File: src/rtl/axi_rd_arb_pkg.sv
// Shared types and constants for the I/D-cache AXI read-channel arbiter.
package axi_rd_arb_pkg;

  typedef enum logic [1:0] {
    IDLE = 2'd0,
    AR_I = 2'd1,
    AR_D = 2'd2
  } arb_state_e;

  localparam logic       ID_ICACHE    = 1'b0;
  localparam logic       ID_DCACHE    = 1'b1;
  localparam logic [1:0] ARBURST_INCR = 2'b01;
  localparam logic [2:0] ISIZE_WORD   = 3'b010;

  localparam int unsigned CNT_W    = 3;
  localparam int unsigned STARVE_W = 4;

  // AR payload latched at grant and held until the arready handshake
  typedef struct packed {
    logic        id;
    logic [31:0] addr;
    logic [3:0]  len;
    logic [2:0]  size;
  } ar_payload_t;

endpackage

File: src/rtl/rd_outstanding_cnt.sv
// Per-requester in-flight burst counter with sticky underflow flag.
module rd_outstanding_cnt
  import axi_rd_arb_pkg::*;
#(
  parameter int unsigned MAX_OUTSTANDING = 2
) (
  input  logic             clk,
  input  logic             rst,
  input  logic             inc_i,
  input  logic             dec_i,
  output logic [CNT_W-1:0] cnt_o,
  output logic             err_o
);

  logic [CNT_W-1:0] cnt_q, cnt_d;
  logic             err_q, err_d;

  // A burst issued and one retired in the same cycle cancel out
  always_comb begin
    cnt_d = cnt_q;
    err_d = err_q;
    if (inc_i && !dec_i) begin
      if (cnt_q != CNT_W'(MAX_OUTSTANDING)) begin
        cnt_d = cnt_q + CNT_W'(1);
      end
    end else if (dec_i && !inc_i) begin
      if (cnt_q == '0) begin
        err_d = 1'b1;
      end else begin
        cnt_d = cnt_q - CNT_W'(1);
      end
    end
  end

  always_ff @(posedge clk) begin
    if (rst) begin
      cnt_q <= '0;
      err_q <= 1'b0;
    end else begin
      cnt_q <= cnt_d;
      err_q <= err_d;
    end
  end

  assign cnt_o = cnt_q;
  assign err_o = err_q;

endmodule

File: src/rtl/axi_rd_arbiter.sv
// Shares one AXI AR/R channel between the I-cache and D-cache read ports,
// with outstanding-burst tracking and D-side anti-starvation.
module axi_rd_arbiter
  import axi_rd_arb_pkg::*;
#(
  parameter int unsigned MAX_OUTSTANDING = 2,
  parameter int unsigned STARVE_LIMIT    = 4
) (
  input  logic        clk,
  input  logic        rst,
  input  logic [31:0] i_araddr,
  input  logic [3:0]  i_arlen,
  input  logic        i_arvalid,
  output logic        i_arready,
  output logic [31:0] i_rdata,
  output logic        i_rlast,
  output logic        i_rvalid,
  input  logic        i_rready,
  input  logic [31:0] d_araddr,
  input  logic [3:0]  d_arlen,
  input  logic [2:0]  d_arsize,
  input  logic        d_arvalid,
  output logic        d_arready,
  output logic [31:0] d_rdata,
  output logic        d_rlast,
  output logic        d_rvalid,
  input  logic        d_rready,
  output logic [3:0]  arid,
  output logic [31:0] araddr,
  output logic [3:0]  arlen,
  output logic [2:0]  arsize,
  output logic [1:0]  arburst,
  output logic [1:0]  arlock,
  output logic [3:0]  arcache,
  output logic [2:0]  arprot,
  output logic        arvalid,
  input  logic        arready,
  input  logic [3:0]  rid,
  input  logic [31:0] rdata,
  input  logic [1:0]  rresp,
  input  logic        rlast,
  input  logic        rvalid,
  output logic        rready,
  output logic        err_unexp_r,
  output logic [1:0]  dbg_state
);

  arb_state_e          state_q, state_d;
  ar_payload_t         pay_q, pay_d;
  logic [STARVE_W-1:0] starve_q, starve_d;
  logic [CNT_W-1:0]    i_cnt, d_cnt;
  logic                i_err, d_err;
  logic                i_elig, d_elig, starve_hit;
  logic                grant_i, grant_d;
  logic                r_sel_d, r_last_hs;

  assign i_elig     = i_arvalid && (i_cnt < CNT_W'(MAX_OUTSTANDING));
  assign d_elig     = d_arvalid && (d_cnt < CNT_W'(MAX_OUTSTANDING));
  assign starve_hit = (starve_q == STARVE_W'(STARVE_LIMIT));

  // D wins when I is not eligible or I has used up its consecutive-grant budget
  assign grant_d = (state_q == IDLE) && d_elig && (!i_elig || starve_hit);
  assign grant_i = (state_q == IDLE) && !grant_d && i_elig;

  always_ff @(posedge clk) begin
    if (rst) begin
      state_q <= IDLE;
    end else begin
      state_q <= state_d;
    end
  end

  always_comb begin
    state_d = state_q;
    unique case (state_q)
      IDLE: begin
        if (grant_d) begin
          state_d = AR_D;
        end else if (grant_i) begin
          state_d = AR_I;
        end
      end
      AR_I, AR_D: begin
        if (arready) begin
          state_d = IDLE;
        end
      end
      default: state_d = IDLE;
    endcase
  end

  always_comb begin
    arvalid   = 1'b0;
    i_arready = 1'b0;
    d_arready = 1'b0;
    unique case (state_q)
      AR_I: begin
        arvalid   = 1'b1;
        i_arready = arready;
      end
      AR_D: begin
        arvalid   = 1'b1;
        d_arready = arready;
      end
      default: ;
    endcase
  end

  // Payload is captured only at grant, so requester-side changes during AR_x are ignored
  always_comb begin
    pay_d = pay_q;
    if (grant_d) begin
      pay_d = '{id: ID_DCACHE, addr: d_araddr, len: d_arlen, size: d_arsize};
    end else if (grant_i) begin
      pay_d = '{id: ID_ICACHE, addr: i_araddr, len: i_arlen, size: ISIZE_WORD};
    end
  end

  always_comb begin
    starve_d = starve_q;
    if (!d_arvalid || grant_d) begin
      starve_d = '0;
    end else if (grant_i && !starve_hit) begin
      starve_d = starve_q + STARVE_W'(1);
    end
  end

  always_ff @(posedge clk) begin
    if (rst) begin
      pay_q    <= '0;
      starve_q <= '0;
    end else begin
      pay_q    <= pay_d;
      starve_q <= starve_d;
    end
  end

  assign arid    = {3'b000, pay_q.id};
  assign araddr  = pay_q.addr;
  assign arlen   = pay_q.len;
  assign arsize  = pay_q.size;
  assign arburst = ARBURST_INCR;
  assign arlock  = 2'b00;
  assign arcache = 4'b0000;
  assign arprot  = 3'b000;

  // R steering by rid[0]; the non-selected side sees an idle channel
  assign r_sel_d   = rid[0];
  assign rready    = r_sel_d ? d_rready : i_rready;
  assign r_last_hs = rvalid && rready && rlast;

  assign i_rvalid = rvalid && !r_sel_d;
  assign i_rlast  = rlast && !r_sel_d;
  assign i_rdata  = r_sel_d ? 32'h0 : rdata;
  assign d_rvalid = rvalid && r_sel_d;
  assign d_rlast  = rlast && r_sel_d;
  assign d_rdata  = r_sel_d ? rdata : 32'h0;

  rd_outstanding_cnt #(.MAX_OUTSTANDING(MAX_OUTSTANDING)) u_cnt_i (
    .clk   (clk),
    .rst   (rst),
    .inc_i (i_arready),
    .dec_i (r_last_hs && !r_sel_d),
    .cnt_o (i_cnt),
    .err_o (i_err)
  );

  rd_outstanding_cnt #(.MAX_OUTSTANDING(MAX_OUTSTANDING)) u_cnt_d (
    .clk   (clk),
    .rst   (rst),
    .inc_i (d_arready),
    .dec_i (r_last_hs && r_sel_d),
    .cnt_o (d_cnt),
    .err_o (d_err)
  );

  assign err_unexp_r = i_err || d_err;
  assign dbg_state   = state_q;

  logic unused_r_fields;
  assign unused_r_fields = ^{rresp, rid[3:1]};

endmodule

File: config.mk
export PLATFORM = sky130hd
export DESIGN_NAME = axi_rd_arbiter
export DESIGN_NICKNAME = d
export VERILOG_FILES = /design/src/rtl/axi_rd_arb_pkg.sv /design/src/rtl/rd_outstanding_cnt.sv /design/src/rtl/axi_rd_arbiter.sv
export SDC_FILE = /design/constraint.sdc
export NUM_CORES = 1
export LEC_CHECK = 0
export BUFFER_PORTS_ARGS = -buffer_cell sky130_fd_sc_hd__buf_2
export CAP_MARGIN = 0
export CORE_AREA = 2 2 97 99
export CTS_CLUSTER_DIAMETER = 120
export DETAILED_ROUTE_END_ITERATION = 6
export DIE_AREA = 0 0 99 101
export GPL_TIMING_DRIVEN = 0
export MAX_ROUTING_LAYER = met4
export PLACE_DENSITY_LB_ADDON = 0.1
export SETUP_SLACK_MARGIN = 0.02
export SYNTH_ARGS = -nofsm -noshare
export SYNTH_HDL_FRONTEND = slang
export SYNTH_SLANG_ARGS = --single-unit
File: constraint.sdc
create_clock -name clk -period 6.61 [get_ports clk]
set_clock_uncertainty 0.2 [all_clocks]
set_input_delay 0.661 -clock clk [delete_from_list [all_inputs] [get_ports clk]]
set_output_delay 0.661 -clock clk [all_outputs]
set_load 0.03 [all_outputs]
==> out/summary.md, run 1 <==
After synthesis, the largest family of logic cells by area is simple AND/OR/NAND/NOR gates. The worst register-to-register path ends at u_cnt_d.cnt_o[2]. The run gives 0.9180 as the final estimated routing congestion in global placement. The ratio of cells with drive above 1 in the final layout was 44.77%. Summed over all cells, the static leakage comes to 2.393 nW. The logs give 0 for the number of design rule violations left after detail routing and 53.84% for the utilization after layout. The tools report the via count of the first global-routing pass as 3545. The cell count after synthesis came out at 430.

The number of buffers inserted for hold repair after clock tree synthesis is 0, and the clock input transition at the sequential cells of the worst setup and hold paths is 0.10 ns. The tools report the nature of the critical path endpoint as a primary output. The share of flip-flops with an asynchronous set or reset after synthesis was 0%. The average wire per standard cell is 14.45 µm.

TritonCTS built the clock tree. Ranked by instance count, the synthesized netlist is headed by sky130_fd_sc_hd__dfxtp_1 (54), sky130_fd_sc_hd__nand2_1 (51), sky130_fd_sc_hd__nor2_1 (48). The worst pin sits at a relative slew slack of 50.44%.

In this run the register-to-register setup slack is 4.20 ns. The least setup slack across all paths after layout came out at 4.007 ns. Overall routed net length: 11.42 mm. By startpoint and endpoint, the worst setup path is classified as primary input to primary output. Summing the areas of all and, or, nand and nor instances in the mapped netlist gives 30.65% of the synthesized area. The xor/xnor cell area share of the yosys netlist was 1.029%. The area share of the largest cell type after synthesis works out to 31.75%. The flow ran to the end, and the final reports show no timing, DRC or antenna violations. In this run, placement finished with an instance count of 782. The logs give 5 for the total CTS buffers and 0 for the initial antenna violation count. The clock network is responsible for 12.6% of the overall power. Static timing analysis puts the maximum clock frequency at 0.3842 GHz. The clock sink total was 54; the count of buffers added by post-CTS timing repair for setup was 0. In this run the tool buffered the top-level ports with 229 buffer cells. The floorplan has 35 rows. In the final timing run, aggregate negative setup slack is 0 ns. The first routing iteration left 126 violations. In this run the vertical extent of the chip is 101 µm. The worst hold path was traced through 2 stages. Excluding fillers, the count of instances in the completed layout stands at 790. Internal power comes to 829.3 µW. The beginning of the worst hold path is arsize[2]. The maximum number of pins on one net before global-route repair is 18, and the post-cts resize count is 0. The die covers 0.009999 mm².

The first detailed-routing pass ran for 4 iterations. The first global-routing pass estimated 17.68 mm of wire. The H-tree generated during clock tree synthesis spans 2 levels. Relative to the synthesized area, the layout overhead comes to 41.97%. The switching power came out at 799.1 µW. The overall via count from detail_route was 3833. Each instance of the synthesized netlist takes up on average 7.917 µm². The final layout contains 807 nets. Total area of sequential cells: 0.001081 mm².

Among all flip-flop cells after synthesis, the most frequent one is sky130_fd_sc_hd__dfxtp_1. The run gives 37.92% as the initial core utilization. Counting flops with a built-in enable in the synthesized netlist gives 0.

Sequential fraction of design power: 29.6%. Summing the areas of all fa, ha and maj instances in the mapped netlist gives 3.014% of the synthesized area. The leading area contributor after synthesis was sky130_fd_sc_hd__dfxtp_1. Yosys printed 0 warnings.

The cell area that synthesis handed to floorplanning was 0.003405 mm². The path class of the tightest hold or removal check is flip-flop to flip-flop. The transition time at the pin with the least slew margin was 0.7435 ns; the worst reg-to-reg path cell count was 9. The residual antenna-violating net count after detailed routing is 0. In this run the standard cell core region covers 0.008977 mm². Of the post-synthesis cell area, the part taken by muxes is 0.9923%. The register bit count reported by yosys is 54, and the power share of the combinational group is 57.8%. The tools report the final count of negative-setup-slack endpoints as 0. Clock tree synthesis selected as its root buffer the cell sky130_fd_sc_hd__clkbuf_8.

For the arrival time at the worst endpoint, the log shows 1.74 ns. The clock passes through at most 2 buffers. The multi-input gate area in the final layout came out at 0.002068 mm². The repair_antennas step left the layout with diodes totalling 0. STA puts the critical path data required time at 5.75 ns. The part of the cycle the worst path needs is 39.37%, and the horizontal die dimension is 99 µm. Summing the areas of all compound-gate instances in the mapped netlist gives 23.52% of the synthesized area. The total overflow reported by the global router is 0, and the number of max-cap violations is 0. Detailed placement ended at an HPWL of 9.258 mm.

The dominant cell by count in the synthesized netlist was sky130_fd_sc_hd__dfxtp_1. The worst setup path is launched from a primary input. Setup repair after global routing left no endpoint under its margin. Maximum fanout encountered on the critical timing path: 10. The tools report the max-slew violation count as 0. After synthesis, flip-flops and latches occupy 31.75% of the total area. The smallest clock period supported by the final layout is computed as 2.603 ns. The tools report the destination of the worst hold path as arsize[2]. The number of failing hold endpoints at the final stage is 0.

Via density per instance: 4.852. The worst-case IR drop observed on VDD is 0.1870 mV. By area the synthesized netlist is led by sky130_fd_sc_hd__dfxtp_1 (32%), sky130_fd_sc_hd__a211oi_2 (11%), sky130_fd_sc_hd__a21oi_1 (6.9%). The areal power density over the cells is 336.9 mW/mm², and the post-layout total power is 1.628 mW. The fill cell total of the finished layout was 907. The startpoint identified for the worst register-to-register timing path is dbg_state[0].

For this design the top-level I/O count stands at 251. In this run switching power makes up 49.07% of total power. The synthesized netlist contains 39 unique library cells. The run gives 22.53% as the global routing usage summed across all routing layers. For the post-placement worst setup slack, the log shows 3.988 ns.

For the clock latency on the worst-skew pair, the log shows 0.31 ns.
registers in the layout, summed over array words and instances, names as in the netlist:
signal         flops
arsize             3
u_cnt_d.err_o      1
arlen              4
u_cnt_i.cnt_o      3
u_cnt_i.err_o      1
araddr            32
u_cnt_d.cnt_o      3
starve_q           4
arid               1
dbg_state          2
layout make-up:
class                   count  area share [%]
clock buffers               6           1.709
multi-input cells         335           42.79
repair buffers            229           23.71
flip-flops and latches     54           22.37
inverters                   7          0.5436
plain buffers              46           5.669
well taps                 111           2.873
clock inverters             2          0.3365
metal layers:
layer,wire length (µm),global-route usage (%),up-vias
met3,724,3.398,19
met1,5197,29.99,1728
met2,5247,34.98,160
met4,248,7.798,0
li1,-,-,1926
met5,0,-,-
power by group through the flow:
stage | combinational [mW] | sequential, mW | clock [mW]
3_3_place_gp | 0.928 | 0.486 | 0
2_1_floorplan | 0.518 | 0.650 | 0
4_1_cts | 0.946 | 0.482 | 0.212
6_report | 0.941 | 0.482 | 0.206
3_5_place_dp | 0.943 | 0.490 | 0
5_1_grt | 1.02 | 0.495 | 0.227
critical path, stage by stage:
cell	delay (ns)
sky130_fd_sc_hd__buf_6	0.10
sky130_fd_sc_hd__clkbuf_1	0.33
sky130_fd_sc_hd__clkbuf_1	0.29
sky130_fd_sc_hd__and2_1	0.17
sky130_fd_sc_hd__buf_2	0.19
worst max path at each step:
stage | depth (start not counted) | slack (ns) | start | endpoint
finish | 5 | 4.01 | rid[0] | d_rdata[22]
global route | 5 | 3.83 | rid[0] | d_rdata[22]
CTS | 5 | 3.99 | rid[0] | d_rdata[30]
detailed placement | 5 | 3.99 | rid[0] | d_rdata[30]
global placement | 5 | 4.01 | rid[0] | d_rdata[21]
floorplan | 8 | 4.05 | dbg_state[1] | u_cnt_d.cnt_o[2]
cells in the final DEF (no fill, tap or decap), types with 2 or more instances in the layout:
cell type,Yosys,final
sky130_fd_sc_hd__a31oi_1,2,2
sky130_fd_sc_hd__and2_0,2,2
sky130_fd_sc_hd__inv_1,7,7
sky130_fd_sc_hd__nand4_1,3,3
sky130_fd_sc_hd__a41oi_1,4,4
sky130_fd_sc_hd__dfxtp_1,54,54
sky130_fd_sc_hd__a211oi_2,29,29
sky130_fd_sc_hd__o21ai_0,7,7
sky130_fd_sc_hd__nor3_1,4,4
sky130_fd_sc_hd__nor3b_1,2,2
sky130_fd_sc_hd__buf_6,4,4
sky130_fd_sc_hd__nand2_1,51,51
sky130_fd_sc_hd__clkbuf_8,0,6
sky130_fd_sc_hd__nand2b_1,4,4
sky130_fd_sc_hd__ha_1,5,5
sky130_fd_sc_hd__nor2_1,48,48
sky130_fd_sc_hd__a211oi_1,9,9
sky130_fd_sc_hd__a21oi_1,47,47
sky130_fd_sc_hd__buf_2,12,241
sky130_fd_sc_hd__and2_1,36,36
sky130_fd_sc_hd__conb_1,2,14
sky130_fd_sc_hd__nor2b_1,37,37
sky130_fd_sc_hd__xor2_1,4,4
sky130_fd_sc_hd__mux2_2,3,3
sky130_fd_sc_hd__o211ai_1,2,2
sky130_fd_sc_hd__nand3_1,7,7
sky130_fd_sc_hd__nor4b_1,2,2
sky130_fd_sc_hd__o31ai_1,2,2
sky130_fd_sc_hd__fa_1,2,2
sky130_fd_sc_hd__buf_4,15,15
sky130_fd_sc_hd__clkbuf_1,15,15
logic make-up (layout without fill, tap and decap cells):
family / count (synthesis) / count (layout)
adder cells (fa/ha/maj): 7 / 7
buffers and inverters: 53 / 290
AND/OR/NAND/NOR: 202 / 202
other: 2 / 14
XOR/XNOR: 4 / 4
AO/OA/AOI/OAI: 105 / 105
multiplexers: 3 / 3
flip-flops: 54 / 54
per-stage QoR:
stage,area (µm²),hold WS (ns)
final,4833,0.2749
after global routing,4833,0.3153
after CTS,4833,0.2782
after detailed placement,4735,0.2568
after global placement,4735,0.2518
after floorplan,3450,0.2285
No activity file was read; power rests on OpenSTA's default activity.
==> run 2: changes to the inputs <==
ABC_AREA = 1   (was unset)
clock period = 2.65 ns   (was 6.61 ns; I/O delays follow)
==> run 2 against run 1 <==
Wire length fell by 10%. Clock power is 130% higher. Synthesized cell count is 35% higher. First-iteration DRC count grew 4.0%. Sequential power is 120% higher. Sequential share of layout area up 0.23 points. Critical path depth up 7. Flip-flop and latch count is the same. Register-to-register slack got worse by 3.6 ns. Utilization is 0.56 points lower. Cell area is 1.0% lower. Largest cell class unchanged. Global-route usage fell by 2.0 points.
==> out/summary.md, run 2 <==
Sorting the synthesized cells by area gives the leading types as sky130_fd_sc_hd__dfxtp_1 (32%), sky130_fd_sc_hd__nand2_1 (21%), sky130_fd_sc_hd__nor2_1 (13%). The part of the cycle the worst path needs is 78.95%. The sequential share of the synthesized area was 32.20% (+0.45 points); the floorplan die height was 101 µm (unchanged). The initial core utilization was 37.39% (-0.53 points).

The global routing usage summed across all routing layers is 20.52% (-2.0 points). Clock tree synthesis selected as its root buffer the cell sky130_fd_sc_hd__clkbuf_8. Synthesized area per cell: 5.768 µm² (-27%).

The logs give 16 (-2) for the maximum number of pins on one net before global-route repair and 8.565 mm (-7.5%) for the HPWL after detailed placement. The highest achievable clock rate came out at 0.4780 GHz. The most numerous cell type found on the critical path is sky130_fd_sc_hd__nand2_1. The areal power density over the cells came out at 664.1 mW/mm² (+97%). Leaving out fill and tap cells, the most frequent cell in the layout is sky130_fd_sc_hd__buf_2. Count of buffers added by post-CTS timing repair for setup: 0 (unchanged). The tightest min-delay check is of the primary input to flip-flop type. For the number of standard-cell rows in the floorplan, the log shows 35 (unchanged). The register bit count reported by yosys was 54 (unchanged). Post-cts resize count: 0 (unchanged). The final net count was 960 (+19%). The tools report the synthesized instance count as 582 (+35%). The flow ran to the end, and the final reports show no timing, DRC or antenna violations. For the cell area after layout, the log shows 0.004783 mm² (-1.0%).

The synthesized design spends more area on one cell type than any other, namely sky130_fd_sc_hd__dfxtp_1. Setup repair after global routing left no endpoint under its margin. The flip-flop count of the largest register, all copies and words added came out at 32 (unchanged). Compared with the post-synthesis result, the final layout area differs by 42.49%.

The number of design rule violations left after detail routing was 0 (unchanged); the relative slew slack was 65.61% (+15 points). For the post-detailed-placement cell area, the log shows 0.004692 mm² (-0.90%). The synthesis warning total was 0 (unchanged). TritonCTS built the clock tree.

The via density per instance is 4.322 (-11%), and the post-placement worst setup slack is 0.5703 ns (-3.418 ns). The final count of negative-setup-slack endpoints is 0 (unchanged), and the overall routed net length is 10.27 mm (-10%). In the layout the commonest cells are sky130_fd_sc_hd__buf_2 (239), sky130_fd_sc_hd__nand2_1 (185), sky130_fd_sc_hd__nor2_1 (118), sky130_fd_sc_hd__inv_1 (91), sky130_fd_sc_hd__dfxtp_1 (54). For the maximum resistive drop on vdd, the log shows 0.3915 mV (+110%).

Residual antenna-violating net count after detailed routing: 0 (unchanged). Sort of element at the start of the critical path: a flip-flop. The initial antenna violation count is 0 (unchanged). The number of buffers added on ports is 230 (+0.44%). Ratio of cells with drive above 1 in the final layout: 32.69% (-12 points).

The tools report the number of antenna cells inserted as 0 (unchanged). The signal on the critical path passes through inv_1 -> ha_1 -> nand2_1 -> nor3_2 -> nand2_2 -> inv_2 -> buf_4 -> buf_2 -> nand2_1 -> nand2_1 -> nor2_1 -> nor2_1. The wire length of the first global-routing pass was 16.39 mm (-7.3%).

The area of the placeable core is 0.008977 mm² (unchanged). Post-layout minimum cycle time: 2.092 ns. Broken down by cell family, the worst path's largest delay share belongs to simple AND/OR/NAND/NOR gates.

The total negative setup slack is 0 ns (unchanged). Cell type of the slowest stage on the worst timing path: sky130_fd_sc_hd__dfxtp_1. The logs give 0 (unchanged) for the max-slew violation count and 251 (unchanged) for the number of placed I/O pins.

The via count of the first global-routing pass was 3663 (+3.3%); the maximum number of buffers from clock root to sink was 2 (unchanged). The horizontal die dimension came out at 99 µm (unchanged). The number of buffer and inverter instances along the worst setup path came out at 4 (unchanged).

For the detailed router's first-iteration violation count, the log shows 131 (+4.0%). The tools report the number of failing hold endpoints at the final stage as 0 (unchanged). The tools report the utilization after layout as 53.28% (-0.56 points). Longest individual stage delay on the worst path: 0.35 ns (+0.02 ns).

The post-synthesis cell type count is 26 (-33%). The tools report the arrival time at the worst endpoint as 2.13 ns (+0.39 ns). Nature of the critical path endpoint: a flip-flop.

Count of H-tree levels built during CTS: 2 (unchanged). The detailed-routing iteration count for the pre-antenna-repair pass is 6 (+2), and the area share of the largest cell type after synthesis is 32.20% (+0.45 points). The share of flip-flops with an asynchronous set or reset after synthesis works out to 0% (unchanged). The tools report the total overflow reported by the global router as 0 (unchanged).

The type of the worst setup path is flip-flop to flip-flop. The number of buffers inserted for hold repair after clock tree synthesis was 0 (unchanged); the clock input transition at the sequential cells of the worst setup and hold paths was 0.09 ns (about the same). The number of max-cap violations came out at 0 (unchanged). The logs give 2.69 ns (-3.06 ns) for the required time of the critical path and 0.8284 (-9.8%) for the final estimated routing congestion in global placement.

The tools report the synthesized area as 0.003357 mm² (-1.4%). For the total CTS buffers, the log shows 5 (unchanged). The maximum fanout encountered on the critical timing path came out at 10 (unchanged).

The tools report the total die area as 0.009999 mm² (unchanged). Counting instances in the post-synthesis netlist gives the leading cell types as sky130_fd_sc_hd__nand2_1 (185), sky130_fd_sc_hd__nor2_1 (118), sky130_fd_sc_hd__inv_1 (91). Clock sink total: 54 (unchanged).

The overall via count from detail_route is 4076 (+6.3%). For the least setup slack across all paths after layout, the log shows 0.5578 ns (-3.450 ns). The clock latency on the worst-skew pair is 0.30 ns (about the same). The number of enable flip-flop cells after synthesis works out to 0 (unchanged). Among all cell types in the netlist, the one instantiated most often is sky130_fd_sc_hd__nand2_1. For the static power due to leakage, the log shows 3.127 nW (+31%). The transition time at the pin with the least slew margin works out to 0.5159 ns (-0.2275 ns).

Among all flip-flop cells after synthesis, the most frequent one is sky130_fd_sc_hd__dfxtp_1. The average wire per standard cell was 10.89 µm (-25%).
## run 2: per-layer routing
| layer | part of all wire, % | track usage, % | wire [µm] | vias to the layer above |
|---|---|---|---|---|
| met2 | 51 | 38.88 | 5226 | 143 |
| met1 | 40 | 22.08 | 4157 | 1742 |
| met5 | 0 | - | 0 | - |
| met3 | 7.7 | 4.230 | 790 | 10 |
| met4 | 0.94 | 4.215 | 97 | 0 |
| li1 | - | - | - | 2181 |
## run 2: final cells by class
| class | count | area (µm²) |
|---|---|---|
| plain buffers | 42 | 247.7 |
| clock buffers | 7 | 86.33 |
| clock inverters | 1 | 5.005 |
| fillers | 925 | 4194 |
| inverters | 93 | 349.1 |
| multi-input cells | 405 | 1724 |
| flip-flops and latches | 54 | 1081 |
| well taps | 111 | 138.9 |
| repair buffers | 230 | 1151 |
## run 2: logic make-up after synthesis
kind of cell    synth area share [%]
buf+inv                        17.78
simple gates                   37.68
fa+ha+maj                      3.056
flops                          32.20
other cells                   0.2237
compound gates                 9.057
## run 2: worst paths after layout
check / start / to / slack (ns) / depth (start not counted)
worst max register to register: dbg_state[0] / araddr[3] / 0.56 / 12
worst min-delay path: d_arsize[0] / arsize[0] / 0.007 / 3
worst max-delay path: dbg_state[0] / araddr[3] / 0.56 / 12
worst min register to register: arsize[2] / arsize[2] / 0.26 / 2
## run 2: stage by stage
step,cells,hold slack [ns],power (mW)
after detailed placement,935,0.2483,2.733
after global placement,935,0.2436,2.715
after CTS,943,0.002750,3.206
after global routing,943,0.01102,3.421
after floorplan,594,0.1341,2.243
final,943,0.006809,3.177
## run 2: where the power goes
group / internal (mW) / leakage, nW / total [mW] / switching, mW
clock network: 0.211 / 0.0482 / 0.471 / 0.260
logic: 0.509 / 2.63 / 1.63 / 1.12
registers: 0.986 / 0.446 / 1.08 / 0.0912
total: 1.71 / 3.13 / 3.18 / 1.47
## run 2: worst register-to-register path, stage by stage, from the launching register on
cell and delay (ns):
sky130_fd_sc_hd__dfxtp_1 0.35, sky130_fd_sc_hd__inv_1 0.09, sky130_fd_sc_hd__ha_1 0.24, sky130_fd_sc_hd__nand2_1 0.09
sky130_fd_sc_hd__nor3_2 0.12, sky130_fd_sc_hd__nand2_2 0.15, sky130_fd_sc_hd__inv_2 0.09, sky130_fd_sc_hd__buf_4 0.17
sky130_fd_sc_hd__buf_2 0.25, sky130_fd_sc_hd__nand2_1 0.09, sky130_fd_sc_hd__nand2_1 0.06, sky130_fd_sc_hd__nor2_1 0.04
sky130_fd_sc_hd__nor2_1 0.09
